[src/rtl/gigatron_input_arbiter.sv]
// Gigatron Famicom-port input arbiter: queued ASCII keys win over the
// joystick, each key held for HOLD_FRAMES latches then GAP_FRAMES of 0xFF.
// Ports: clk_sys/reset; famicom_latch/pulse in, famicom_data out (LSB first);
// joy_buttons; kbd_valid/kbd_data/kbd_ready push; kbd_flush; fifo_level; busy.
module gigatron_input_arbiter #(
    parameter int FIFO_DEPTH  = 16,
    parameter int HOLD_FRAMES = 2,
    parameter int GAP_FRAMES  = 2
) (
    input  logic                        clk_sys,
    input  logic                        reset,
    input  logic                        famicom_latch,
    input  logic                        famicom_pulse,
    output logic                        famicom_data,
    input  logic [7:0]                  joy_buttons,
    input  logic                        kbd_valid,
    input  logic [7:0]                  kbd_data,
    output logic                        kbd_ready,
    input  logic                        kbd_flush,
    output logic [$clog2(FIFO_DEPTH):0] fifo_level,
    output logic                        busy
);

    localparam int AW   = $clog2(FIFO_DEPTH);
    localparam int LW   = AW + 1;
    localparam int MAXF = (HOLD_FRAMES > GAP_FRAMES) ?
                          HOLD_FRAMES : GAP_FRAMES;
    localparam int CW   = $clog2(MAXF) + 1;

    typedef enum logic [1:0] {
        S_JOY,
        S_HOLD,
        S_GAP
    } state_t;

    logic          r_latch_s1, r_latch_s2, r_latch_s3;
    logic          r_pulse_s1, r_pulse_s2, r_pulse_s3;
    logic [7:0]    r_sr;
    logic [7:0]    r_cur;
    logic [7:0]    r_mem [FIFO_DEPTH];
    logic [AW-1:0] r_wr_ptr, r_rd_ptr;
    logic [LW-1:0] r_level;
    logic [CW-1:0] r_cnt;
    state_t        r_state;
    logic          r_busy;

    logic          w_latch_rise, w_pulse_rise;
    logic          w_push, w_pop;
    logic [7:0]    w_head;
    logic [7:0]    w_frame;

    assign w_latch_rise = r_latch_s2 & ~r_latch_s3;
    assign w_pulse_rise = r_pulse_s2 & ~r_pulse_s3;

    assign kbd_ready  = (r_level != LW'(FIFO_DEPTH));
    assign fifo_level = r_level;
    assign busy       = r_busy;
    assign famicom_data = r_sr[0];

    assign w_head = r_mem[r_rd_ptr];
    assign w_push = kbd_valid & kbd_ready & ~kbd_flush;
    // Uses the registered level, so a byte pushed this cycle is not
    // visible to a pop until the next cycle.
    assign w_pop  = w_latch_rise & (r_state == S_JOY) &
                    (r_level != '0) & ~kbd_flush;

    always_comb begin
        w_frame = 8'hFF;
        unique case (r_state)
            S_JOY:   w_frame = w_pop ? w_head : ~joy_buttons;
            S_HOLD:  w_frame = r_cur;
            S_GAP:   w_frame = 8'hFF;
            default: w_frame = 8'hFF;
        endcase
    end

    always_ff @(posedge clk_sys) begin
        if (reset) begin
            r_latch_s1 <= 1'b0;
            r_latch_s2 <= 1'b0;
            r_latch_s3 <= 1'b0;
            r_pulse_s1 <= 1'b0;
            r_pulse_s2 <= 1'b0;
            r_pulse_s3 <= 1'b0;
        end else begin
            r_latch_s1 <= famicom_latch;
            r_latch_s2 <= r_latch_s1;
            r_latch_s3 <= r_latch_s2;
            r_pulse_s1 <= famicom_pulse;
            r_pulse_s2 <= r_pulse_s1;
            r_pulse_s3 <= r_pulse_s2;
        end
    end

    // Load beats shift when both edges land in the same cycle.
    always_ff @(posedge clk_sys) begin
        if (reset) begin
            r_sr <= 8'hFF;
        end else if (w_latch_rise) begin
            r_sr <= w_frame;
        end else if (w_pulse_rise && !r_latch_s2) begin
            r_sr <= {1'b1, r_sr[7:1]};
        end
    end

    always_ff @(posedge clk_sys) begin
        if (w_push) begin
            r_mem[r_wr_ptr] <= kbd_data;
        end
    end

    always_ff @(posedge clk_sys) begin
        if (reset || kbd_flush) begin
            r_wr_ptr <= '0;
            r_rd_ptr <= '0;
            r_level  <= '0;
        end else begin
            if (w_push) r_wr_ptr <= r_wr_ptr + AW'(1);
            if (w_pop)  r_rd_ptr <= r_rd_ptr + AW'(1);
            if (w_push && !w_pop)
                r_level <= r_level + LW'(1);
            else if (w_pop && !w_push)
                r_level <= r_level - LW'(1);
        end
    end

    // r_cnt counts frames already presented in the current key phase.
    always_ff @(posedge clk_sys) begin
        if (reset || kbd_flush) begin
            r_state <= S_JOY;
            r_cnt   <= '0;
            r_busy  <= 1'b0;
            if (reset) r_cur <= 8'h00;
        end else if (w_latch_rise) begin
            unique case (r_state)
                S_JOY: begin
                    if (w_pop) begin
                        r_cur  <= w_head;
                        r_busy <= 1'b1;
                        if (HOLD_FRAMES == 1) begin
                            r_state <= S_GAP;
                            r_cnt   <= '0;
                        end else begin
                            r_state <= S_HOLD;
                            r_cnt   <= CW'(1);
                        end
                    end
                end
                S_HOLD: begin
                    if (r_cnt == CW'(HOLD_FRAMES - 1)) begin
                        r_state <= S_GAP;
                        r_cnt   <= '0;
                    end else begin
                        r_cnt <= r_cnt + CW'(1);
                    end
                end
                S_GAP: begin
                    if (r_cnt == CW'(GAP_FRAMES - 1)) begin
                        r_state <= S_JOY;
                        r_cnt   <= '0;
                        r_busy  <= 1'b0;
                    end else begin
                        r_cnt <= r_cnt + CW'(1);
                    end
                end
                default: begin
                    r_state <= S_JOY;
                    r_cnt   <= '0;
                    r_busy  <= 1'b0;
                end
            endcase
        end
    end

endmodule

[config.mk]
export PLATFORM = sky130hd
export DESIGN_NAME = gigatron_input_arbiter
export DESIGN_NICKNAME = d
export VERILOG_FILES = /design/src/rtl/gigatron_input_arbiter.sv
export SDC_FILE = /design/constraint.sdc
export NUM_CORES = 1
export LEC_CHECK = 0
export BUFFER_PORTS_ARGS = -buffer_cell sky130_fd_sc_hd__buf_2
export CORE_ASPECT_RATIO = 0.75
export CORE_UTILIZATION = 50
export CTS_CLUSTER_DIAMETER = 120
export CTS_CLUSTER_SIZE = 12
export DETAILED_ROUTE_END_ITERATION = 10
export PLACE_DENSITY = 0.67
export SLEW_MARGIN = 20
export SYNTH_ARGS = -nofsm -noshare
export SYNTH_HDL_FRONTEND = slang
export SYNTH_SLANG_ARGS = --single-unit
[constraint.sdc]
create_clock -name clk_sys -period 5.8 [get_ports clk_sys]
set_input_delay 0.29 -clock clk_sys [delete_from_list [all_inputs] [get_ports clk_sys]]
set_output_delay 0.29 -clock clk_sys [all_outputs]
set_load 0.01 [all_outputs]
* After elaboration in Yosys (flattened, before gate mapping)
Memories as Yosys holds them, arrays and structs flattened. A register that Yosys moved wholly into a read port is not among the register bits.
Index checks and enable logic that the tools add are counted.
** Cells by class
- Add/sub/neg operators :: 5
- Eq/ne operators :: 8
- Multiplexer cells :: 24
- Bitwise logic cells :: 12
- Reduce and logical (&&, ||, !) cells :: 19
** Operators by type and width (count)
- two-way mux 8 bit :: 8
- one-hot mux 8 bit (2 select lines) :: 1
- AND reduction 4 bit :: 3
- two-way mux 5 bit :: 2
- nonzero test 2 bit :: 5
- adder 4 x 1 -> 4 bit, second input constant :: 2
- two-way mux 2 bit :: 4
- two-way mux 4 bit :: 2
- != test 2 bit, second input constant :: 4
- inverter 8 bit :: 1
- AND 1 bit :: 7
- one-hot mux 2 bit (3 select lines) :: 1
- adder 5 x 1 -> 5 bit, second input constant :: 1
- != test 5 bit, second input constant :: 1
- nonzero test 5 bit :: 1
- subtractor 5 x 1 -> 5 bit, second input constant :: 1
- == test 2 x 1 -> 1 bit, second input constant :: 2
- two-way mux 1 bit :: 4
- inverter 1 bit :: 4
- one-hot mux 2 bit (2 select lines) :: 1
- logical AND 1 bit :: 3
- logical NOT 1 bit :: 3
- one-hot mux 1 bit (3 select lines) :: 1
- adder 2 x 1 -> 2 bit, second input constant :: 1
- 5 further kinds :: 5
** Word-level totals
- Flip-flop bits (word level) :: 40
- Bits in writable memories :: 128
- Bits of input ports :: 22
- Logic and storage cells :: 83
- Memories :: 1
** Memories
- r_mem :: words 16, bits a word 8, read ports 1, clocked after memory_dff 1, write ports 1, RTL line 40 : logic [7:0] r_mem [FIFO_DEPTH];

* Depth between registers and ports, before layout
- Depth in word-level cells :: 9
- Gate-level depth with buffers :: 12
- Depth with buffers taken out :: 11

* Least setup slack after synthesis
No wires, ideal clock.
- Path type :: register to register
- From :: register r_level[0], in the netlist fifo_level[0]
- To :: register r_level[4], in the netlist fifo_level[4]
- Setup time :: 58 ps
- Arrival time :: 2974 ps
- Path slack :: 2769 ps
- Cell stages (with the launch flop) :: 12
- Clock period less this slack :: 3031 ps
- Cells stage by stage :: dfxtp_1 or4_4 o2111ai_4 buf_8 ha_1 inv_1 ha_1 nor2b_1 o21a_1 or4_1 a211oi_1 a31o_2
** On the way
- Cells in the longest elaborated chain, start to end :: 6
- Elaborated cells between the ends (all ways) :: 15
** Ends and longest elaborated chain
- start: declaration :: RTL line 42 : logic [LW-1:0] r_level;
- start signal: assignment :: RTL line 121 : r_level <= r_level + LW'(1);
- start signal: assignment :: RTL line 123 : r_level <= r_level - LW'(1);
- branches (longest 6 deep; another with subtractor 5 x 1 -> 5 bit)
Several ways; the timed one is not identified. The select of a mux whose other input is x is not followed.
A chain may end at the register's enable or synchronous reset.

* Worst setup path in the final report
- From :: register r_latch_s2
- To :: register r_level[4], in the netlist fifo_level[4]
** On the way
- Cells in the longest elaborated chain, start to end :: 7
- Elaborated cells between the ends (all ways) :: 9
** Ends and longest elaborated chain
- start: declaration :: RTL line 36 : logic r_latch_s1, r_latch_s2, r_latch_s3;
- start signal: assignment :: RTL line 87 : r_latch_s2 <= r_latch_s1;
- AND 1 bit * :: RTL line 52 : assign w_latch_rise = r_latch_s2 & ~r_latch_s3;
- AND 1 bit * (2 in series) :: RTL line 64 : assign w_pop = w_latch_rise & (r_state == S_JOY) &
- AND 1 bit * :: RTL line 65 : (r_level != '0) & ~kbd_flush;
- logical NOT 1 bit :: RTL line 120 : if (w_push && !w_pop)
- logical AND 1 bit :: RTL line 120
- two-way mux 5 bit or nonzero test 2 bit (tied branches)
Mark *: on every way between the ends. The rest lies on a longest branch, timed or not.

==> metrics.txt <==
CTS Root Buffer Type=sky130_fd_sc_hd__clkbuf_16; via count of the first global-routing pass=between 3k and 4k; post-CTS clock slew at the launch and capture registers of the worst setup and hold paths=roughly 0.06 ns; R2R Path End=fifo_level[4]; # nets final=524; overall overflow remaining after global route=0; WP data arrival=~3.8 ns; synth-to-layout area growth=11.1%; DP Cell Count=around 640; Hold Slack=0.0860 ns; cell area after synthesis=just over 0.007 mm²; number of setup buffers added after CTS=0; CTS H-tree depth=4; kind of path behind the tightest hold check=in -> reg; setup skew after layout=0.00557 ns; min-delay src=famicom_latch; drt via density=5.81; post-route setup TNS=0 ns; insertion delay of the later-clocked pin in the worst-skew pair=0.42 ns; total clock buffers created by CTS=17; biggest area consumer among synthesized cells=sky130_fd_sc_hd__edfxtp_1; unrepaired setup endpoints after global routing=false; fraction of the mapped netlist area in compound gates=0.0587; initial core utilization=0.520; Tightest Pin Transition=0.986 ns; maximum number of pins on one net before global-route repair=33; count of TritonRoute iterations in the first routing pass=4; Chip Width=approximately 140 µm; number of clock sinks seen by CTS=172; YS warnings=0; most utilized layer in the global route result=met1; number of hold buffers added after cts=0; Required @ worst endpoint=between 6 and 7 ns; Site Rows=37; non-filler instance count after layout=674; number of antenna violations at the first check in global routing=0; average cell area after synthesis=15.9 µm²; hold depth=2; type of the worst setup path=reg -> reg; Total Routing Usage GR=0.199; Power per Cell Area=314 mW/mm²; multiplexer share of the synthesized area=0.134; max frequency=0.289 GHz; Starting DRT DRC Count=roughly 240; total detailed-routing wirelength=13900 µm; number of distinct library cell variants in the gate-level netlist after synthesis=51; fraction of met1 tracks used by global routing=0.298; post-synthesis net count=493; proportion of synthesized chip area in sequential cells=0.665; top cells by area in the synthesized netlist=sky130_fd_sc_hd__edfxtp_1, sky130_fd_sc_hd__dfxtp_1, sky130_fd_sc_hd__mux4_1; final period demand of the worst path=roughly 3.5 ns; Antenna Diode Count=0; post-synthesis share of cell area spent on and, or, nand and nor gates=0.0754; number of antenna-violating nets in the routed design=0; Core Box Area=0.0139 mm²; number of cells produced by synthesis=455; clock buffer depth=2; endpoints failing setup=0; fraction of layout cells with a size suffix above 1=0.198; XOR/XNOR Fraction of Synth Area=0.00970; run status=finished clean; adder-cell share of the synthesized area=0.0288; number of storage elements in the synthesis netlist=172; CTS-repair resized insts=0; global routing met2 resource utilization=0.289; wire length of the first global-routing pass=21300 µm; Yosys top cell area share=0.565; number of fillers in the final layout=1080; DR DRC count=0; P_leak=2.65 nW; element type at the critical path end=register; global routing met3 resource utilization=0.0392; final hold violation count=0; largest driver fanout on the critical path=15; Peak supply drop=0.000284 V; sort of element at the start of the critical path=register; count of final max-slew check failures=0; proportion of synthesized flip-flops having asynchronous set or reset=0; main combinational cell family by area after synthesis=multiplexers; period utilization=0.596; Post-synth top flop=sky130_fd_sc_hd__edfxtp_1; TritonCTS clock tree=built; relative slew slack=0.340; number of buffers inserted by port buffering=29; worst-case register-to-register setup slack=2.34 ns; max-cap viol count=0; top-level I/O count=30; Vert. Die Dim=between 100 and 150 µm; drt wl/cell=around 21 µm; half-perimeter wire length of the detailed placement result=about 9000 µm; number of flops mapped to enable cells by yosys=136; Worst Hold Path EP=r_latch_s1; area enclosed by the die boundary=0.0149 mm²; cells on worst reg2reg path=10; launch instance of the worst register-to-register path=r_latch_s2; total vias in the final route=roughly 3.9k; routability congestion estimate=between 0.8 and 0.9
worst max-delay path: stages (launching register included):
cell,delay (ns)
sky130_fd_sc_hd__dfxtp_1,0.39
sky130_fd_sc_hd__nor2b_1,0.65
sky130_fd_sc_hd__o2111ai_4,0.42
sky130_fd_sc_hd__ha_1,0.36
sky130_fd_sc_hd__inv_1,0.16
sky130_fd_sc_hd__ha_1,0.27
sky130_fd_sc_hd__nor2b_1,0.14
sky130_fd_sc_hd__o21a_1,0.17
sky130_fd_sc_hd__or4_1,0.43
sky130_fd_sc_hd__a211oi_1,0.27
sky130_fd_sc_hd__a31o_2,0.14
cells in the mapped netlist, drive strengths merged (2+ instances only):
| cell | instances |
|---|---|
| a2111oi | 7 |
| o21ai | 21 |
| or4 | 2 |
| xor2 | 5 |
| clkbuf | 8 |
| mux2i | 10 |
| dfxtp | 36 |
| nor3 | 12 |
| edfxtp | 136 |
| a21oi | 24 |
| buf | 13 |
| mux4 | 32 |
| nand3 | 3 |
| nor2 | 45 |
| ha | 15 |
| xnor2 | 3 |
| nor2b | 11 |
| mux2 | 8 |
| nand2 | 26 |
| and2 | 2 |
| nand2b | 3 |
| nor4 | 2 |
| a211oi | 4 |
| inv | 12 |
metrics by stage:
step / setup WS [ns] / cell area (µm²) / utilization / power, mW
5_1_grt: 2.08 / 8030 / 0.578 / 2.60
3_3_place_gp: 2.52 / 7460 / 0.537 / 1.47
3_5_place_dp: 2.40 / 7460 / 0.537 / 1.48
6_report: 2.34 / 8030 / 0.578 / 2.52
2_1_floorplan: 2.77 / 7220 / - / 1.44
4_1_cts: 2.39 / 8020 / 0.578 / 2.54
layout make-up:
cell class	count	area, µm²	area share
clock buffer	19	433	0.0539
clock inverter	13	126	0.0157
inverter	12	45.0	0.00561
multi-input combinational	250	2220	0.276
sequential	172	4810	0.599
tap	175	219	0.0273
timing repair buffer	33	175	0.0218
metal layers:
layer,routed length [µm],part of all wire,up-vias
met5,0,0,-
met4,158,0.011,0
met3,642,0.046,12
met2,6140,0.44,110
met1,6930,0.50,1977
li1,-,-,1815
where the power goes:
| group | internal [mW] | switching (mW) |
|---|---|---|
| registers | 1.34 | 0.00891 |
| clock network | 0.628 | 0.447 |
| logic | 0.0351 | 0.0610 |
| total | 2.01 | 0.517 |
layout by cell type, fill, tap and decap left out, types with 11 or more instances in the layout:
| cell | n |
|---|---|
| sky130_fd_sc_hd__nor3_1 | 12 |
| sky130_fd_sc_hd__o21ai_1 | 11 |
| sky130_fd_sc_hd__a21oi_1 | 24 |
| sky130_fd_sc_hd__edfxtp_1 | 136 |
| sky130_fd_sc_hd__mux4_1 | 16 |
| sky130_fd_sc_hd__buf_2 | 29 |
| sky130_fd_sc_hd__nand2_1 | 26 |
| sky130_fd_sc_hd__dfxtp_1 | 34 |
| sky130_fd_sc_hd__clkbuf_16 | 17 |
| sky130_fd_sc_hd__inv_1 | 12 |
| sky130_fd_sc_hd__mux4_2 | 16 |
| sky130_fd_sc_hd__nor2_1 | 44 |
| sky130_fd_sc_hd__ha_1 | 15 |
| sky130_fd_sc_hd__nor2b_1 | 11 |
how the worst max path moves through the flow:
stage / from / to / slack (ns)
5_1_grt: r_latch_s2 / fifo_level[4] / 2.08
6_report: r_latch_s2 / fifo_level[4] / 2.34
4_1_cts: r_latch_s2 / fifo_level[4] / 2.39
2_1_floorplan: fifo_level[0] / fifo_level[4] / 2.77
3_5_place_dp: r_latch_s2 / fifo_level[4] / 2.40
3_3_place_gp: r_latch_s2 / fifo_level[4] / 2.52
kinds of logic after synthesis:
kind of cell / after synthesis
compound gates: 63
flops: 172
fa+ha+maj: 16
mux: 50
buf+inv: 33
xor+xnor: 8
simple gates: 113
sequential cells by signal, summed over array words and instances (netlist names), named ones only:
name,count
r_pulse_s2,1
r_sr,8
r_cur,8
r_latch_s1,1
r_latch_s3,1
r_rd_ptr,4
fifo_level,5
r_pulse_s1,1
r_mem,128
r_pulse_s3,1
busy,1
r_wr_ptr,4
r_latch_s2,1
r_cnt,2
r_state,2
Power figures use the tool's default switching activity.
